**src/rtl/sudoku_pkg.sv**
```systemverilog
// Shared constants for the Sudoku cell array: commands, sizes
// and the sequencer state encoding.
package sudoku_pkg;

  localparam int N_CELLS = 81;
  localparam int IDX_W   = 7;
  localparam int VAL_W   = 4;
  localparam int VAL_MAX = 9;

  typedef logic [3:0] cmd_t;

  localparam cmd_t CMD_WRITE = 4'h0;
  localparam cmd_t CMD_READ  = 4'h1;
  localparam cmd_t CMD_NOP   = 4'hF;

  typedef enum logic [2:0] {
    ST_IDLE,
    ST_LOAD,
    ST_RD_ISSUE,
    ST_RD_WAIT,
    ST_RD_OUT,
    ST_DONE
  } seq_state_t;

endpackage

```
**src/rtl/grid_cell_sequencer_if.sv**
```systemverilog
// Host streams, control and cell bus of the grid sequencer.
// master = sequencer side, slave = host/array side.
interface grid_cell_sequencer_if
  import sudoku_pkg::*;
#(
  parameter int IDX_W = sudoku_pkg::IDX_W,
  parameter int VAL_W = sudoku_pkg::VAL_W
);

  logic             start_load;
  logic             start_read;
  logic             abort;
  logic             busy;
  logic             done;
  logic             err_value;

  logic             in_valid;
  logic [VAL_W-1:0] in_data;
  logic             in_ready;

  logic             out_valid;
  logic [VAL_W-1:0] out_data;
  logic [IDX_W-1:0] out_idx;
  logic             out_ready;

  logic [IDX_W-1:0] cell_sel;
  cmd_t             cell_cmd;
  logic [VAL_W-1:0] cell_wdata;
  logic             cell_wr_rdy;
  logic [VAL_W-1:0] cell_rdata;

  modport master (
    input  start_load, start_read, abort,
    input  in_valid, in_data, out_ready,
    input  cell_rdata,
    output busy, done, err_value,
    output in_ready, out_valid, out_data, out_idx,
    output cell_sel, cell_cmd, cell_wdata, cell_wr_rdy
  );

  modport slave (
    output start_load, start_read, abort,
    output in_valid, in_data, out_ready,
    output cell_rdata,
    input  busy, done, err_value,
    input  in_ready, out_valid, out_data, out_idx,
    input  cell_sel, cell_cmd, cell_wdata, cell_wr_rdy
  );

endinterface

```
**src/rtl/grid_cell_sequencer.sv**
```systemverilog
// Sequences the shared cell cmd/data bus: LOAD streams a puzzle
// into the cells in raster order, READBACK streams every cell out.
module grid_cell_sequencer
  import sudoku_pkg::*;
#(
  parameter int N_CELLS = sudoku_pkg::N_CELLS,
  parameter int IDX_W   = sudoku_pkg::IDX_W,
  parameter int VAL_W   = sudoku_pkg::VAL_W
) (
  input logic                   clk,
  input logic                   rst,
  grid_cell_sequencer_if.master bus
);

  seq_state_t       state;
  seq_state_t       state_nxt;
  logic [IDX_W-1:0] idx;
  logic             last;
  logic             in_fire;
  logic             out_fire;
  logic             val_ok;

  assign last     = idx == IDX_W'(N_CELLS - 1);
  assign in_fire  = bus.in_valid && (state == ST_LOAD);
  assign out_fire = bus.out_valid && bus.out_ready
                    && (state == ST_RD_OUT);
  assign val_ok   = bus.in_data <= VAL_W'(VAL_MAX);

  assign bus.busy     = state != ST_IDLE;
  assign bus.in_ready = state == ST_LOAD;

  // state register
  always_ff @(posedge clk or posedge rst) begin
    if (rst) state <= ST_IDLE;
    else     state <= state_nxt;
  end

  // next-state decode; abort overrides every state
  always_comb begin
    state_nxt = state;
    if (bus.abort) begin
      state_nxt = ST_IDLE;
    end else begin
      unique case (state)
        ST_IDLE: begin
          if (bus.start_load)      state_nxt = ST_LOAD;
          else if (bus.start_read) state_nxt = ST_RD_ISSUE;
        end
        ST_LOAD: begin
          if (in_fire && last) state_nxt = ST_DONE;
        end
        ST_RD_ISSUE: state_nxt = ST_RD_WAIT;
        ST_RD_WAIT:  state_nxt = ST_RD_OUT;
        ST_RD_OUT: begin
          if (out_fire) state_nxt = last ? ST_DONE : ST_RD_ISSUE;
        end
        ST_DONE: state_nxt = ST_IDLE;
        default: state_nxt = ST_IDLE;
      endcase
    end
  end

  // index counter and registered bus/stream outputs
  always_ff @(posedge clk or posedge rst) begin
    if (rst) begin
      idx             <= '0;
      bus.cell_sel    <= '0;
      bus.cell_cmd    <= CMD_NOP;
      bus.cell_wdata  <= '0;
      bus.cell_wr_rdy <= 1'b0;
      bus.out_valid   <= 1'b0;
      bus.out_data    <= '0;
      bus.out_idx     <= '0;
      bus.done        <= 1'b0;
      bus.err_value   <= 1'b0;
    end else begin
      bus.cell_cmd    <= CMD_NOP;
      bus.cell_wr_rdy <= 1'b0;
      bus.done        <= 1'b0;
      if (bus.abort) begin
        idx           <= '0;
        bus.out_valid <= 1'b0;
      end else begin
        unique case (state)
          ST_IDLE: begin
            if (bus.start_load) begin
              idx           <= '0;
              bus.err_value <= 1'b0;
            end else if (bus.start_read) begin
              idx          <= '0;
              bus.cell_sel <= '0;
              bus.cell_cmd <= CMD_READ;
            end
          end
          ST_LOAD: begin
            if (in_fire) begin
              bus.cell_sel    <= idx;
              bus.cell_cmd    <= CMD_WRITE;
              bus.cell_wr_rdy <= 1'b1;
              bus.cell_wdata  <= val_ok ? bus.in_data : '0;
              if (!val_ok) bus.err_value <= 1'b1;
              if (!last)   idx <= idx + 1'b1;
            end
          end
          ST_RD_ISSUE: begin
          end
          ST_RD_WAIT: begin
            bus.out_data  <= bus.cell_rdata;
            bus.out_idx   <= idx;
            bus.out_valid <= 1'b1;
          end
          ST_RD_OUT: begin
            if (out_fire) begin
              bus.out_valid <= 1'b0;
              if (!last) begin
                idx          <= idx + 1'b1;
                bus.cell_sel <= idx + 1'b1;
                bus.cell_cmd <= CMD_READ;
              end
            end
          end
          ST_DONE: begin
            bus.done <= 1'b1;
            idx      <= '0;
          end
          default: begin
          end
        endcase
      end
    end
  end

endmodule
```
**src/flat_wrapper.sv**
```systemverilog
// flat-port wrapper written by rule: the top's interface ports become plain ports
module grid_cell_sequencer_flat import sudoku_pkg::*;
#(
  parameter int N_CELLS = sudoku_pkg::N_CELLS,
  parameter int IDX_W   = sudoku_pkg::IDX_W,
  parameter int VAL_W   = sudoku_pkg::VAL_W
)
  (clk, rst, bus_start_load, bus_start_read, bus_abort, bus_in_valid, bus_in_data, bus_out_ready, bus_cell_rdata, bus_busy, bus_done, bus_err_value, bus_in_ready, bus_out_valid, bus_out_data, bus_out_idx, bus_cell_sel, bus_cell_cmd, bus_cell_wdata, bus_cell_wr_rdy);
  grid_cell_sequencer_if #(.IDX_W(IDX_W), .VAL_W(VAL_W)) bus_i ();
  input logic clk;
  input logic rst;
  input wire logic [$bits(bus_i.start_load)-1:0] bus_start_load;
  input wire logic [$bits(bus_i.start_read)-1:0] bus_start_read;
  input wire logic [$bits(bus_i.abort)-1:0] bus_abort;
  input wire logic [$bits(bus_i.in_valid)-1:0] bus_in_valid;
  input wire logic [$bits(bus_i.in_data)-1:0] bus_in_data;
  input wire logic [$bits(bus_i.out_ready)-1:0] bus_out_ready;
  input wire logic [$bits(bus_i.cell_rdata)-1:0] bus_cell_rdata;
  output wire logic [$bits(bus_i.busy)-1:0] bus_busy;
  output wire logic [$bits(bus_i.done)-1:0] bus_done;
  output wire logic [$bits(bus_i.err_value)-1:0] bus_err_value;
  output wire logic [$bits(bus_i.in_ready)-1:0] bus_in_ready;
  output wire logic [$bits(bus_i.out_valid)-1:0] bus_out_valid;
  output wire logic [$bits(bus_i.out_data)-1:0] bus_out_data;
  output wire logic [$bits(bus_i.out_idx)-1:0] bus_out_idx;
  output wire logic [$bits(bus_i.cell_sel)-1:0] bus_cell_sel;
  output wire logic [$bits(bus_i.cell_cmd)-1:0] bus_cell_cmd;
  output wire logic [$bits(bus_i.cell_wdata)-1:0] bus_cell_wdata;
  output wire logic [$bits(bus_i.cell_wr_rdy)-1:0] bus_cell_wr_rdy;
  assign bus_i.start_load = bus_start_load;
  assign bus_i.start_read = bus_start_read;
  assign bus_i.abort = bus_abort;
  assign bus_i.in_valid = bus_in_valid;
  assign bus_i.in_data = bus_in_data;
  assign bus_i.out_ready = bus_out_ready;
  assign bus_i.cell_rdata = bus_cell_rdata;
  assign bus_busy = bus_i.busy;
  assign bus_done = bus_i.done;
  assign bus_err_value = bus_i.err_value;
  assign bus_in_ready = bus_i.in_ready;
  assign bus_out_valid = bus_i.out_valid;
  assign bus_out_data = bus_i.out_data;
  assign bus_out_idx = bus_i.out_idx;
  assign bus_cell_sel = bus_i.cell_sel;
  assign bus_cell_cmd = bus_i.cell_cmd;
  assign bus_cell_wdata = bus_i.cell_wdata;
  assign bus_cell_wr_rdy = bus_i.cell_wr_rdy;
  grid_cell_sequencer #(.N_CELLS(N_CELLS), .IDX_W(IDX_W), .VAL_W(VAL_W)) u_core (.clk(clk), .rst(rst), .bus(bus_i));
endmodule
```
**config.mk**
```make
export PLATFORM = sky130hd
export DESIGN_NAME = grid_cell_sequencer_flat
export DESIGN_NICKNAME = d
export VERILOG_FILES = /design/src/rtl/sudoku_pkg.sv /design/src/rtl/grid_cell_sequencer_if.sv /design/src/rtl/grid_cell_sequencer.sv /design/src/flat_wrapper.sv
export SDC_FILE = /design/constraint.sdc
export NUM_CORES = 1
export LEC_CHECK = 0
export CAP_MARGIN = 15
export CORE_AREA = 2 2 65 67
export CTS_CLUSTER_SIZE = 14
export DETAILED_ROUTE_END_ITERATION = 7
export DIE_AREA = 0 0 67 69
export GPL_TIMING_DRIVEN = 1
export HOLD_SLACK_MARGIN = 0.1
export PLACE_DENSITY_LB_ADDON = 0.08
export SLEW_MARGIN = 20
export SYNTH_ARGS = -nofsm -noshare
export SYNTH_HDL_FRONTEND = slang
export SYNTH_SLANG_ARGS = --single-unit
```
**constraint.sdc**
```tcl
create_clock -name clk -period 4.7 [get_ports clk]
set_input_delay 1.41 -clock clk [delete_from_list [all_inputs] [get_ports clk]]
set_output_delay 1.41 -clock clk [all_outputs]
set_load 0.005 [all_outputs]
```
==> impl_metrics.toml, run 1 <==
[synthesis]
synth.area.top_cells = "dfrtp_1 46%, mux2_2 10%, o21ai_0 3.8%"
synth_seq_cells = 38
yosys.area.top_type = "dfrtp_1"
synth_common_cells = "36 x dfrtp_1, 18 x mux2_2, 15 x nand2_1, 15 x o21ai_0, 11 x inv_1"
synthCells = 192
synth_seq_area_share = 0.482
synth_edf_count = 0
netlist_area_um2 = 1980
ys_warn_count = 0
async_reset_ff_frac = 1.00
synthFlopType = "dfrtp_1"
ys_types = 47
synth_nets = 209
yosysMostFrequentCell = "dfrtp_1"
yosysTopAreaCellShare = 0.455
synth.avg_cell_area_um2 = 10.3

[floorplanning]
die_width_um = 67
core_area_um2 = 3910
dieArea_um2 = 4620
ios = 47
rows = 23
die_h_um = 69
start_util = 0.505

[clock_tree]
cts.sinks = 38
cts_max_path_buffers = 2
hold_buffers = 0
cts-buffers-inserted = 5
cts_tree = "built"
clock_latency_ns = 0.29
htreeDepth = 2
postCtsSetupBuffers = 0
root_buffer = "clkbuf_8"
cts_resized = 0
cts.reportedPaths.clkPinSlew_ns = 0.08

[routing]
via_per_inst = 5.77
route.vias.total = 1633
wl_per_cell_um = 16.7
route.detailed.drc = 0
ant_nets = 0
wl_mm = 4.73
drt-initial-drc-count = 248
dr.pass1.iters = 5

[timing]
fmax_mhz = 280
max_slew_margin = 0.402
min_period_ns = 3.57
setup_viol = 0
tightestPinTransition_ns = 0.896
hold_viol_final = 0
finalMaxSlewViolations = 0
finalSetupTns_ns = 0
period_share = 0.760
finalHoldWorstSlack_ns = 0.487
rsz0062_at_grt = "false"
fin_skew_ns = 0.00348

[layout]
fin_util = 0.647
finish.net_count = 249
area_growth_pct = 28.0
fillCellCount = 338
instances_no_fill = 283
seqCellArea_um2 = 953
drive_gt1_frac = 0.163
diodes = 0
multi_input_area_um2 = 908

[global_route]
first_global_vias = 1611
grt_pass1_wl_mm = 8.08
antenna_found_initial = 0
grt_use_total = 0.226
gr-total-overflow = 0
grt_max_degree = 24

[worst_setup_path]
cp-start-kind = "register"
path_class = "register to primary output"
end_kind = "primary output"
cp_max_fo = 21
crit_arrival_ns = 2.16
critPathRequiredTime_ns = 3.29

[placement]
io_buffers = 46
place_inst = 275
gp_congestion = 0.838
place.detailed.hpwl_mm = 3.38

[power_and_ir_drop]
irDropWorstVdd_v = 0.000328
leakage_nw = 1.10
report.power.total_mw = 1.22
p_per_area_nw_per_um2 = 480

[hold_path]
holdCritPathClass = "register to register"

[outcome]
status = "finished clean"

[job]
cap_violations = 0
-- layout by cell type, fill, tap and decap left out, types with 2 or more instances in the layout --
cell | Yosys | routed
nand3_1 | 7 | 7
a211oi_1 | 2 | 2
o22ai_1 | 2 | 2
nor2_1 | 8 | 8
nor4_1 | 2 | 2
o21ai_1 | 2 | 2
a21oi_1 | 7 | 7
nand2b_1 | 3 | 3
dfrtp_1 | 36 | 36
dfstp_2 | 2 | 2
a22o_1 | 3 | 3
inv_1 | 11 | 11
ha_1 | 2 | 2
a31oi_1 | 4 | 4
o21ai_0 | 15 | 15
nor4b_1 | 3 | 3
nand2_1 | 15 | 15
a32o_1 | 2 | 2
o31ai_1 | 2 | 2
nor3_1 | 6 | 6
a41oi_1 | 2 | 2
clkdlybuf4s50_1 | 0 | 46
and3_1 | 3 | 3
clkbuf_8 | 0 | 6
a211o_1 | 4 | 4
mux2_2 | 18 | 18
-- where the power goes --
group | total [mW] | internal (mW) | switching, mW
clock | 0.246 | 0.121 | 0.125
sequential | 0.485 | 0.397 | 0.0880
combinational | 0.486 | 0.269 | 0.217
total | 1.22 | 0.786 | 0.429
-- cells by family after synthesis --
| kind of cell | share of synthesized area |
|---|---|
| fa+ha+maj | 0.0126 |
| flops | 0.482 |
| simple gates | 0.173 |
| mux | 0.108 |
| compound gates | 0.161 |
| buf+inv | 0.0588 |
| xor+xnor | 0.00443 |
-- layer usage --
layer | part of all wire | routed length (µm) | vias up | track usage
li1 | - | - | 775 | -
met1 | 0.45 | 2150 | 794 | 0.330
met2 | 0.48 | 2260 | 59 | 0.345
met3 | 0.059 | 280 | 5 | 0.0424
met4 | 0.0089 | 42 | 0 | 0.0567
met5 | 0 | 0 | - | 0
-- worst max-delay path, stage by stage (launching register included) --
cell             delay [ns]
dfrtp_1                0.75
nand3_1                0.34
inv_1                  0.24
clkdlybuf4s50_1        0.54
-- worst paths after layout --
path,start,end,slack [ns],cells after the start
min,u_core.bus.cell_wdata[3],u_core.bus.cell_wdata[3],0.49,2
max reg2reg,u_core.state[0],u_core.idx[1],2.59,4
min in group asynchronous,rst,u_core.bus.cell_wr_rdy,1.62,2
max in group asynchronous,rst,u_core.bus.cell_cmd[2],2.27,3
max,u_core.state[0],bus_in_ready,1.13,3
min reg2reg,u_core.bus.cell_wdata[3],u_core.bus.cell_wdata[3],0.49,2
-- sequential cells by signal (all words and copies together) (netlist names) --
signal	count
u_core.state	3
u_core.idx	7
u_core.bus.out_valid	1
u_core.bus.cell_wdata	4
u_core.bus.err_value	1
u_core.bus.out_data	4
u_core.bus.cell_sel	7
u_core.bus.done	1
u_core.bus.cell_wr_rdy	1
u_core.bus.cell_cmd	2
u_core.bus.out_idx	7
-- cell type report --
cell class	instances	share of cell area
Sequential cell	38	0.376
Multi-Input combinational cell	129	0.359
Inverter	11	0.0163
Timing Repair Buffer	47	0.185
Clock buffer	6	0.0326
Clock inverter	2	0.00642
Tap cell	50	0.0247
-- through the flow --
stage | setup WS [ns] | cell area [µm²]
5_1_grt | 1.02 | 2530
4_1_cts | 1.15 | 2530
6_report | 1.13 | 2530
2_1_floorplan | 2.04 | 1980
3_5_place_dp | 1.26 | 2430
3_3_place_gp | 1.32 | 2430
(Power assumes the default switching activity.)
==> run 2, diff against run 1 <==
CORE_AREA = 2 2 67 69   (was 2 2 65 67)
DIE_AREA = 0 0 69 71   (was 0 0 67 69)
clock period = 3.3 ns   (was 4.7 ns; I/O delays follow)
==> impl_metrics.toml, run 2 (synthesis gave the netlist of run 1 again) <==
[power_and_ir_drop]
leakage_nw = 1.13
p_per_area_nw_per_um2 = 697
irDropWorstVdd_v = 0.000340

[global_route]
grt_max_degree = 39
grt_pass1_wl_mm = 7.70
first_global_vias = 1698
grt_use_total = 0.193
antenna_found_initial = 0
gr-total-overflow = 0

[layout]
postLayoutCellArea_um2 = 2580
drive_gt1_frac = 0.174
layout_common_cells = "46 x clkdlybuf4s50_1, 36 x dfrtp_1, 18 x mux2_2"
finish.net_count = 253
final_common_cell = "clkdlybuf4s50_1"
fin_util = 0.613
largestRegisters = "u_core.bus.cell_sel x7, u_core.bus.out_idx x7, u_core.idx x7"
area_growth_pct = 30.4
diodes = 0
fillCellCount = 359

[timing]
hold_viol_final = 0
setup_viol = 0
max_slew_margin = 0.516
finalMaxSlewViolations = 0
min_period_ns = 2.77
finalHoldWorstSlack_ns = 0.486
layout_setup_ws_ns = 0.529
fin_skew_ns = 0.00755
finalSetupTns_ns = 0
fmax_mhz = 361
tightestPinTransition_ns = 0.721
rsz0062_at_grt = "false"
period_share = 0.840

[worst_setup_path]
crit_arrival_ns = 1.78
end_kind = "primary output"
crit_path_max_incr_delay_ns = 0.53
cp_slowest_cell = "clkdlybuf4s50_1"
crit_top_cell = "inv_1"
critPathRequiredTime_ns = 2.31
cp_max_fo = 5
path_class = "register to primary output"
reg2reg_setup_slack_ns = 1.24
crit_chain = "inv_1 -> nand3_1 -> inv_1 -> clkdlybuf4s50_1"
cp-start-kind = "register"

[floorplanning]
core_area_um2 = 4200
rows = 24
dieArea_um2 = 4900
die_width_um = 69
ios = 47
start_util = 0.471
die_h_um = 71

[routing]
dr.pass1.iters = 4
wl_mm = 4.39
ant_nets = 0
via_per_inst = 5.81
wl_per_cell_um = 15.3
route.vias.total = 1673
route.detailed.drc = 0
drt-initial-drc-count = 145

[clock_tree]
cts_max_path_buffers = 2
htreeDepth = 2
hold_buffers = 0
root_buffer = "clkbuf_8"
clock_latency_ns = 0.29
postCtsSetupBuffers = 0
cts-buffers-inserted = 5
cts.sinks = 38
cts_tree = "built"
cts.reportedPaths.clkPinSlew_ns = 0.08
cts_resized = 0

[placement]
dpl_cell_area_um2 = 2470
gp_congestion = 0.839
place.detailed.hpwl_mm = 3.17
io_buffers = 46
dp_slack_ns = 0.323

[outcome]
status = "finished clean"

[job]
cap_violations = 0

[hold_path]
holdCritPathClass = "register to register"
run 2: cell types whose count changed in the layout (fill, tap and decap cells not counted), sizes merged:
cell,before,now
buf,1,5
bufinv,0,1
clkinvlp,1,0
inv,12,11
run 2: final cells by class:
type,instances,area [µm²],area share
clock buffer,6,82.6,0.0320
sequential,38,953,0.370
inverter,11,41.3,0.0160
clock inverter,1,30.0,0.0116
tap,52,65.1,0.0252
timing repair buffer,51,498,0.193
multi-input combinational,129,908,0.352
run 2: power by group:
group / switching [mW] / leakage (nW) / total [mW] / internal, mW
clock: 0.159 / 0.0573 / 0.400 / 0.242
combinational: 0.372 / 0.562 / 0.776 / 0.403
sequential: 0.0547 / 0.511 / 0.621 / 0.567
run 2: final timing paths:
check                                                end  depth (start not counted)                      from
worst max-delay path                        bus_in_ready                          4           u_core.state[2]
worst min-delay path            u_core.bus.cell_wdata[3]                          2  u_core.bus.cell_wdata[3]
worst max register to register    u_core.bus.cell_sel[4]                          6             u_core.idx[0]
worst min register to register  u_core.bus.cell_wdata[3]                          2  u_core.bus.cell_wdata[3]
max in group asynchronous         u_core.bus.cell_cmd[0]                          3                       rst
min in group asynchronous           u_core.bus.err_value                          3                       rst
run 2: through the flow:
step           instances  power, mW
2_1_floorplan        192       1.10
5_1_grt              288       1.92
4_1_cts              288       1.81
3_3_place_gp         281       1.38
6_report             288       1.80
3_5_place_dp         281       1.40
run 2: critical path: cells and delay by family, from the launching register on:
kind	cells	cell delay [ns]
buffers and inverters	3	0.89
flip-flops	1	0.38
AND/OR/NAND/NOR	1	0.22
run 2: layer usage:
layer | vias to the layer above | global-route usage | routed length (µm)
met4 | 0 | 0.0850 | 42
li1 | 783 | - | -
met3 | 6 | 0.0427 | 207
met2 | 53 | 0.327 | 2230
met1 | 831 | 0.238 | 1910
met5 | - | 0 | 0
